`src/rtl/snake_head_ctrl_pkg.sv`:
```
// Shared direction/state encodings and the reversal helper for the snake head controller.
package snake_head_ctrl_pkg;

  typedef enum logic [1:0] {
    TOP_DIR   = 2'b00,
    DOWN_DIR  = 2'b01,
    LEFT_DIR  = 2'b10,
    RIGHT_DIR = 2'b11
  } dir_e;

  typedef enum logic [1:0] {
    IDLE = 2'd0,
    RUN  = 2'd1,
    DEAD = 2'd2
  } state_e;

  function automatic dir_e opposite_dir(input dir_e d);
    dir_e r;
    case (d)
      TOP_DIR:   r = DOWN_DIR;
      DOWN_DIR:  r = TOP_DIR;
      LEFT_DIR:  r = RIGHT_DIR;
      RIGHT_DIR: r = LEFT_DIR;
      default:   r = TOP_DIR;
    endcase
    return r;
  endfunction

endpackage

```
`src/rtl/snake_head_ctrl_tick_gen.sv`:
```
// Game tick generator: counts enabled cycles and pulses tick on the last cycle of each period.
module game_tick_gen #(
  parameter int TICK_DIV = 5000000
) (
  input  logic clk,
  input  logic rst,
  input  logic run,
  input  logic clear,
  output logic tick
);

  localparam int CW = $clog2(TICK_DIV);
  localparam logic [CW-1:0] CNT_MAX  = CW'(TICK_DIV - 1);
  localparam logic [CW-1:0] CNT_ZERO = {CW{1'b0}};
  localparam logic [CW-1:0] CNT_ONE  = CW'(1);

  logic [CW-1:0] cnt_q;
  logic [CW-1:0] cnt_d;

  // next count: clear wins, otherwise advance (and wrap) only while running
  always_comb begin
    cnt_d = cnt_q;
    if (clear) begin
      cnt_d = CNT_ZERO;
    end else if (run) begin
      if (cnt_q == CNT_MAX) begin
        cnt_d = CNT_ZERO;
      end else begin
        cnt_d = cnt_q + CNT_ONE;
      end
    end else begin
      cnt_d = cnt_q;
    end
  end

  // counter register
  always_ff @(posedge clk or posedge rst) begin
    if (rst) begin
      cnt_q <= CNT_ZERO;
    end else begin
      cnt_q <= cnt_d;
    end
  end

  assign tick = run & ~clear & (cnt_q == CNT_MAX);

endmodule

```
`src/rtl/snake_head_ctrl.sv`:
```
// Snake head controller: one cell per game tick, 180-degree reversal suppression, wall detection.
// Define SNAKE_WRAP_EN to make grid edges wrap around instead of killing the snake.
module snake_head_ctrl
  import snake_head_ctrl_pkg::*;
#(
  parameter int GRID_W   = 32,
  parameter int GRID_H   = 24,
  parameter int TICK_DIV = 5000000,
  parameter int START_X  = 16,
  parameter int START_Y  = 12
) (
  input  logic                      clk,
  input  logic                      rst,
  input  logic                      enable,
  input  logic                      restart,
  input  logic [1:0]                direction,
  output logic [$clog2(GRID_W)-1:0] head_x,
  output logic [$clog2(GRID_H)-1:0] head_y,
  output logic [1:0]                heading,
  output logic                      move_strobe,
  output logic                      wall_hit,
  output logic [1:0]                state_o
);

  localparam int XW = $clog2(GRID_W);
  localparam int YW = $clog2(GRID_H);
  localparam int XE = XW + 1;
  localparam int YE = YW + 1;

  localparam logic [XE-1:0] X_MAX   = XE'(GRID_W - 1);
  localparam logic [YE-1:0] Y_MAX   = YE'(GRID_H - 1);
  localparam logic [XE-1:0] X_ONE   = XE'(1);
  localparam logic [YE-1:0] Y_ONE   = YE'(1);
  localparam logic [XW-1:0] X_START = XW'(START_X);
  localparam logic [YW-1:0] Y_START = YW'(START_Y);

  state_e          state_q, state_d;
  dir_e            heading_q, heading_d;
  logic [XW-1:0]   x_q, x_d;
  logic [YW-1:0]   y_q, y_d;
  logic            strobe_q, strobe_d;
  logic            wall_q, wall_d;

  dir_e            dir_s;
  dir_e            new_hd_s;
  logic [XE-1:0]   nx_s;
  logic [YE-1:0]   ny_s;
  logic            hit_s;
  logic            tick_s;
  logic            run_s;
  logic            clear_s;

  assign run_s   = (state_q == RUN) & enable;
  assign clear_s = restart | (state_q != RUN);

  game_tick_gen #(
    .TICK_DIV (TICK_DIV)
  ) u_tick (
    .clk   (clk),
    .rst   (rst),
    .run   (run_s),
    .clear (clear_s),
    .tick  (tick_s)
  );

  // candidate next position, one bit wider so a step off either edge shows up as > MAX
  always_comb begin
    dir_s    = dir_e'(direction);
    new_hd_s = (dir_s == opposite_dir(heading_q)) ? heading_q : dir_s;
    nx_s     = {1'b0, x_q};
    ny_s     = {1'b0, y_q};
    case (new_hd_s)
      TOP_DIR:   ny_s = {1'b0, y_q} - Y_ONE;
      DOWN_DIR:  ny_s = {1'b0, y_q} + Y_ONE;
      LEFT_DIR:  nx_s = {1'b0, x_q} - X_ONE;
      RIGHT_DIR: nx_s = {1'b0, x_q} + X_ONE;
      default:   nx_s = {1'b0, x_q};
    endcase
    hit_s = (nx_s > X_MAX) | (ny_s > Y_MAX);
`ifdef SNAKE_WRAP_EN
    if (hit_s) begin
      case (new_hd_s)
        TOP_DIR:   ny_s = Y_MAX;
        DOWN_DIR:  ny_s = {YE{1'b0}};
        LEFT_DIR:  nx_s = X_MAX;
        RIGHT_DIR: nx_s = {XE{1'b0}};
        default:   nx_s = {1'b0, x_q};
      endcase
    end else begin
      nx_s = nx_s;
    end
    hit_s = 1'b0;
`endif
  end

  // next-state and next-output logic; restart outranks any tick in the same cycle
  always_comb begin
    state_d   = state_q;
    heading_d = heading_q;
    x_d       = x_q;
    y_d       = y_q;
    strobe_d  = 1'b0;
    wall_d    = wall_q;
    if (restart) begin
      state_d   = IDLE;
      heading_d = TOP_DIR;
      x_d       = X_START;
      y_d       = Y_START;
      wall_d    = 1'b0;
    end else begin
      case (state_q)
        IDLE: begin
          state_d = enable ? RUN : IDLE;
        end
        RUN: begin
          if (tick_s) begin
            heading_d = new_hd_s;
            if (hit_s) begin
              state_d = DEAD;
              wall_d  = 1'b1;
            end else begin
              x_d      = nx_s[XW-1:0];
              y_d      = ny_s[YW-1:0];
              strobe_d = 1'b1;
            end
          end else begin
            state_d = RUN;
          end
        end
        DEAD: begin
          wall_d = 1'b1;
        end
        default: begin
          state_d = IDLE;
        end
      endcase
    end
  end

  // state and output registers
  always_ff @(posedge clk or posedge rst) begin
    if (rst) begin
      state_q   <= IDLE;
      heading_q <= TOP_DIR;
      x_q       <= X_START;
      y_q       <= Y_START;
      strobe_q  <= 1'b0;
      wall_q    <= 1'b0;
    end else begin
      state_q   <= state_d;
      heading_q <= heading_d;
      x_q       <= x_d;
      y_q       <= y_d;
      strobe_q  <= strobe_d;
      wall_q    <= wall_d;
    end
  end

  assign head_x      = x_q;
  assign head_y      = y_q;
  assign heading     = heading_q;
  assign move_strobe = strobe_q;
  assign wall_hit    = wall_q;
  assign state_o     = state_q;

endmodule

```
`config.mk`:
```
export PLATFORM = sky130hd
export DESIGN_NAME = snake_head_ctrl
export DESIGN_NICKNAME = d
export VERILOG_FILES = /design/src/rtl/snake_head_ctrl_pkg.sv /design/src/rtl/snake_head_ctrl_tick_gen.sv /design/src/rtl/snake_head_ctrl.sv
export SDC_FILE = /design/constraint.sdc
export NUM_CORES = 1
export LEC_CHECK = 0
export ABC_AREA = 1
export CORE_ASPECT_RATIO = 0.9
export CORE_MARGIN = 2
export CORE_UTILIZATION = 40
export CTS_CLUSTER_DIAMETER = 150
export DETAILED_ROUTE_END_ITERATION = 8
export SETUP_SLACK_MARGIN = 0.3
export SLEW_MARGIN = 30
export SYNTH_ARGS = -nofsm -noshare
export SYNTH_HDL_FRONTEND = slang
export SYNTH_SLANG_ARGS = --single-unit
```
`constraint.sdc`:
```
create_clock -name clk -period 2.1 [get_ports clk]
set_clock_uncertainty 0.15 [all_clocks]
set_input_delay 0.21 -clock clk [delete_from_list [all_inputs] [get_ports clk]]
set_output_delay 0.21 -clock clk [all_outputs]
set_load 0.03 [all_outputs]
```
* Yosys cells after proc, flatten, opt, wreduce, memory -nomap -nowiden
Cells that the tools add are included.
** Word-level totals
- Bits in registers :: 39
- Bits in latches :: 0
- Memory bits (writable) :: 0
- ROM bits :: 0
- Input port bits :: 6
- Output and inout bits :: 16
- Memories :: 0
** Operators by class
- Add/subtract/negate cells :: 5
- Multiply operators :: 0
- Divide/modulo/power cells :: 0
- Magnitude comparators :: 2
- Eq/ne operators :: 16
- Shift-type cells :: 0
- Muxes and demuxes :: 31
- Bitwise logic cells :: 6
- Reductions and logical operators :: 11
** Operator list (count)
- $mux 23 :: 3
- $mux 5 :: 8
- $pmux 6 s2 :: 2
- $add 23x1->23 const B :: 1
- $eq 23x23->1 const B :: 1
- $mux 2 :: 7
- $add 5x1->6 const B :: 2
- $gt 6x5->1 const B :: 2
- $sub 5x1->6 const B :: 2
- $eq 2x2->1 const B :: 5
- $mux 1 :: 8
- $pmux 2 s4 :: 1
- $eq 2x1->1 const B :: 3
- $logic_not 2->1 :: 3
- $ne 3x3->1 const B :: 2
- $pmux 2 s3 :: 1
- $reduce_and 3->1 :: 2
- $reduce_bool 2->1 :: 3
- $ne 2x2->1 const B :: 2
- $ne 4x4->1 const B :: 1
- $reduce_and 2->1 :: 2
- $and 1x1->1 :: 3
- $reduce_bool 3->1 :: 1
- $eq 2x2->1 :: 1
- other kinds (4) :: 5

* Depth between registers and ports, before layout
Gate-level depths: netlist (run 1).
- Word-level depth :: 12
- Mapped depth :: 18
- Depth with buffers taken out :: 18

* Hierarchy
From an unflattened synthesis (run 1), not the netlist that was laid out.
** Unflattened totals
- Cell total of the unflattened synthesis :: 413
- Area total of the unflattened synthesis :: 2851.5 um2
** Modules (own cells, without submodules)
- game_tick_gen :: times used 1, cells each 215, area each 1514.0 um2, sequential area each 575.6 um2
- snake_head_ctrl :: times used 1, cells each 198, area each 1337.5 um2, sequential area each 404.1 um2

* Worst setup path before layout (run 1)
No wires, ideal clock.
- Kind :: flip-flop to flip-flop
- Start :: register heading_q[1] (netlist: heading[1])
- End :: register y_q[0] (netlist: head_y[0])
- Setup time :: 119 ps
- Arrival :: 2230 ps
- Data required time :: 1831 ps
- Path slack :: -400 ps
- Cell stages (with the launch flop) :: 18
- Path through :: dfrtp_1 -> inv_1 -> nand2_1 -> nand2_1 -> nand2_2 -> nand3_2 -> ha_1 -> nand2_1 -> nand2_1 -> nand2_1 -> nand2_1 -> nor2_1 -> nor2_1 -> nor2_2 -> nand4_2 -> buf_6 -> nand3_1 -> nand2_1
** Between the ends
- Word-level cells in the longest chain between the ends :: 10
- Elaborated cells between the ends (all ways) :: 22
- Classes of those cells :: order compare: 2; eq/ne: 8; mux: 8; bitwise: 1; reduce/logical: 3
** RTL lines
- start: declaration :: line snake_head_ctrl.sv:38 : dir_e heading_q, heading_d;
- start signal: assignment :: line snake_head_ctrl.sv:151 : heading_q <= heading_d;
- $eq 2x2->1 (tied with other cells) :: line snake_head_ctrl_pkg.sv:19 : case (d)
- $pmux 2 s4 :: line snake_head_ctrl_pkg.sv:19
- $eq 2x2->1 :: line snake_head_ctrl.sv:69 : new_hd_s = (dir_s == opposite_dir(heading_q)) ? heading_q : dir_s;
- $mux 2 * :: line snake_head_ctrl.sv:69
- $eq 2x2->1 (tied with other cells) :: line snake_head_ctrl.sv:72 : case (new_hd_s)
- $pmux 6 s2 :: line snake_head_ctrl.sv:72
- $gt 6x5->1 or $mux 5 (tied branches) :: line snake_head_ctrl.sv:79, snake_head_ctrl.sv:118
- $or 1x1->1 or $mux 5 (tied branches) :: line snake_head_ctrl.sv:79, snake_head_ctrl.sv:116
- $ne 2x2->1 (no source line) or $mux 5 (tied branches)
- $reduce_and 3->1 (no source line) or $mux 5 (tied branches)
- end signal: assignment :: line snake_head_ctrl.sv:153 : y_q <= y_d;
- end: declaration :: line snake_head_ctrl.sv:40 : logic [YW-1:0] y_q, y_d;
Every way passes the cells marked *; elsewhere a longest branch is shown, timed or not. The select of a mux whose other input is x is not followed.
A chain may end at the register's enable or synchronous reset.

* Final worst setup path (run 1)
- Start :: register heading_q[1] (netlist: heading[1])
- End :: register y_q[4] (netlist: head_y[4])
Same word-level chain as after synthesis.

==> results of run 1 <==
-- worst min-delay path by stage --
stage / start / end / cells past startpoint / slack (ns)
global route: rst / u_tick.cnt_q[4] / 3 / 0.18
finish: rst / head_y[1] / 3 / 0.12
global placement: wall_hit / wall_hit / 2 / 0.34
CTS: rst / u_tick.cnt_q[2] / 3 / 0.13
floorplan: enable / u_tick.cnt_q[21] / 2 / 0.20
detailed placement: wall_hit / wall_hit / 2 / 0.34
-- Yosys cell counts (4+ instances only) --
| cell type | number |
|---|---|
| a21oi_1 | 11 |
| nor2_1 | 31 |
| nand2_1 | 108 |
| nor2_2 | 4 |
| xor2_1 | 10 |
| nand3_2 | 5 |
| dfrtp_1 | 36 |
| inv_2 | 5 |
| nand3_1 | 37 |
| nor3_1 | 9 |
| ha_1 | 10 |
| o22ai_1 | 8 |
| o21ai_0 | 24 |
| inv_1 | 40 |
| nand4_1 | 10 |
-- power by group through the flow --
stage	Combinational (mW)	Sequential, mW	Clock, mW
global route	0.433	0.789	0.798
detailed placement	0.340	0.798	0
CTS	0.366	0.786	0.764
finish	0.393	0.787	0.759
global placement	0.335	0.798	0
floorplan	0.186	0.825	0
-- worst register-to-register path, cell delays in order (launching register included) --
cell,delay (ns)
dfrtp_2,0.44
inv_2,0.08
nand2_4,0.07
nand3_4,0.09
nand3_4,0.19
ha_4,0.29
nand2_1,0.08
nand2_1,0.07
nand2_2,0.07
nand2_1,0.05
nor2_1,0.09
nor2_1,0.05
nor2_2,0.23
nand3_2,0.13
nor2_4,0.25
nand2_1,0.09
nand2_1,0.08
-- stage by stage --
step	instances	area (sq um)	hold WS [ns]	setup slack, ns	utilization
finish	541	4020	0.122	-0.461	0.613
floorplan	378	2810	0.198	-0.292	-
global placement	516	3360	0.341	-0.799	0.513
detailed placement	516	3360	0.340	-0.877	0.513
global route	541	4020	0.178	-0.611	0.613
CTS	534	3700	0.131	-0.422	0.566
-- metal layers --
metal  wire length, microns  vias to the layer above
met5                      0                        -
met4                     67                        0
met3                    254                        6
met2                   3390                       48
met1                   3790                     1297
li1                       -                     1389
-- flip-flops by register name, summed over array words and instances (netlist names) --
register and flops:
u_tick.cnt_q 23, head_x 5, head_y 5, heading 2, state_o 2, move_strobe 1
wall_hit 1
-- final cells by class --
cell class,count,share of cell area
well taps,90,0.0280
repair buffers,72,0.161
inverters,46,0.0448
clock inverters,2,0.0149
clock buffers,6,0.0181
flip-flops and latches,39,0.245
multi-input cells,286,0.488
-- cell families after synthesis --
family          share of synthesized area
fa+ha+maj                          0.0611
xor+xnor                           0.0389
simple gates                        0.368
compound gates                     0.0917
buf+inv                            0.0778
flops                               0.363
-- what timing repair did --
action                                  4_1_cts  5_1_grt
setup buffers                                10        7
pin swaps                                    14       23
endpoints found under the setup margin       30       32
resized for setup                            36       75
hold buffers                                  0        0
==> results.md, run 1 <==
* Detailed Route WL at between 7000 and 8000 microns
* Area taken by multi-input logic gates at 1960 sq um
* Worst-case clock buffer depth at 2
* Syn avg cell area at ~7 sq um
* Commonest cells after routing, fill and taps aside: nand2_1, buf_4, inv_1, dfrtp_1, nor2_1
* CP startpoint kind: flop
* Seq. cell area at roughly 990 sq um
* Critical path depth at 16
* Largest net degree at the start of global routing at 40
* Clock Power Share at 0.391
* Critical Path AT at 2.64 ns
* Sequential power share at 0.406
* Die H at between 80 and 90 microns
* Area contributors post-synth: dfrtp_1, nand2_1, nand3_1
* PwrDens at between 400 and 500 nW/um^2
* Fillers at about 600
* Commonest non-fill, non-tap cell in the layout: nand2_1
* Mapped Nets at just under 400
* Register area share after synthesis at 0.363
* Final net count at roughly 470
* CP max FO at 8
* Count of cell types in the netlist at 33
* Number of synthesized flops with an enable pin at 0
* CTS Buf Count at 5
* Die footprint at around 7400 sq um
* Leakage at 1.86 nW
* Initial antenna violation count at 0
* Setup_tns at -5.69 ns
* Syn Inst Count at 378
* Hold crit path type: in -> async
* Failing checks: negative setup slack
* Max VDD drop at around 0.28 mV
* Ys Warns at 0
* Total gr overflow at 0
* Final Hold Vio Count at 0
* Share of cells above drive strength 1 at 0.335
* R2R Path Start: heading[1]
* Max Clock Freq at 0.390 GHz
* Critical path origin: heading[1]
* Buffer and inverter count on the worst path at 1
* Routed Antenna Nets at 0
* CP peak stage delay at approximately 0.44 ns
* Tcrit/Tclk final at 1.22
* Post-DR vias/cell at 5.06
* Worst-Skew Late Latency at between 0.2 and 0.3 ns
* GP Congestion at roughly 0.86
* Synth top area share at 0.333
* DR DRC count at 0
* Routed vias at between 2000 and 3000
* Initial core utilization at 0.413
* CP top delay family: simple AND/OR/NAND/NOR gates
* Final min period at between 2 and 3 ns
* H-tree levels at 2
* Root Buffer: clkbuf_8
* Run status: complete, but fails checks
* Worst-case reg-to-reg path depth at 16
* Async S/R FF share, synth at 1.00
* Routing usage on met3 at 0.0266
* Met1 usage at 0.306
* Cell taking the most area after synthesis: dfrtp_1
* Placed wire-length estimate at about 5200 microns
* CTS tree: done
* Yosys reg bits at 39
* Post-Syn Area at 2700 sq um
* Worst slew pin tran at between 0.4 and 0.5 ns
* Fin. max-slew vios at 0
* Reg-to-Reg End: head_y[4]
* Switching share of power at 0.270
* Crit-path most repeated cell: nand2_1
* CP Capture Type: flop
* R2R Setup Slk at -0.46 ns
* Prevailing post-synth register cell: dfrtp_1
* Max-cap check violation count at 0
* Clk sinks at 39
* Area growth from synthesis to layout at 48.7%
* GR met2 Demand/Resource at 0.322
* FP Rows at 28
* Most Crowded Layer GR: met2
* Max_slew headroom at 0.694
* P_int at 1.42 mW
* Port Buffers at 21
* Ant diodes at 0
* TritonRoute pass-1 iters at 4
* # IOs at 22
* First-pass GRT wire length at 12300 microns
* Core Area at approximately 6600 sq um
* Endpoints failing setup at 14
* 1st-iter DRT viols at around 130
* Critical Path End: head_y[4]
* Die Width at ~91 microns
* Setup Crit Path Kind: reg -> reg
* RSZ-0062 raised after global routing: yes
* Setup slack after layout at -0.461 ns
* Comb pwr share at 0.203
* CP max-delay cell: dfrtp_2
* Crit path cell chain: inv_2 -> nand2_4 -> nand3_4 -> nand3_4 -> ha_4 -> nand2_1 -> nand2_1 -> nand2_2 -> nand2_1 -> nor2_1 -> nor2_1 -> nor2_2 -> nand3_2 -> nor2_4 -> nand2_1 -> nand2_1
* Worst EP required at between 2 and 2.5 ns
* Clk pin slew, worst setup/hold paths at roughly 0.08 ns
* Routed length per instance at ~14 microns
* Number of global-route vias before repair at about 2600
* Total power draw at between 1.5 and 2 mW
* Sw Pwr at 0.523 mW
* GRT Util Overall at 0.206
No activity file was read; power rests on OpenSTA's default activity.
==> run 2, diff against run 1 <==
--- a/config.mk
+++ b/config.mk
@@ -11,8 +11,9 @@
 export CORE_UTILIZATION = 40
 export CTS_CLUSTER_DIAMETER = 150
 export DETAILED_ROUTE_END_ITERATION = 8
+export PLACE_DENSITY = 0.6
 export SETUP_SLACK_MARGIN = 0.3
-export SLEW_MARGIN = 30
+export SLEW_MARGIN = 20
 export SYNTH_ARGS = -nofsm -noshare
 export SYNTH_HDL_FRONTEND = slang
 export SYNTH_SLANG_ARGS = --single-unit
==> results of run 2 <==
Final layout, timing and power as in run 1 (identical DEF).
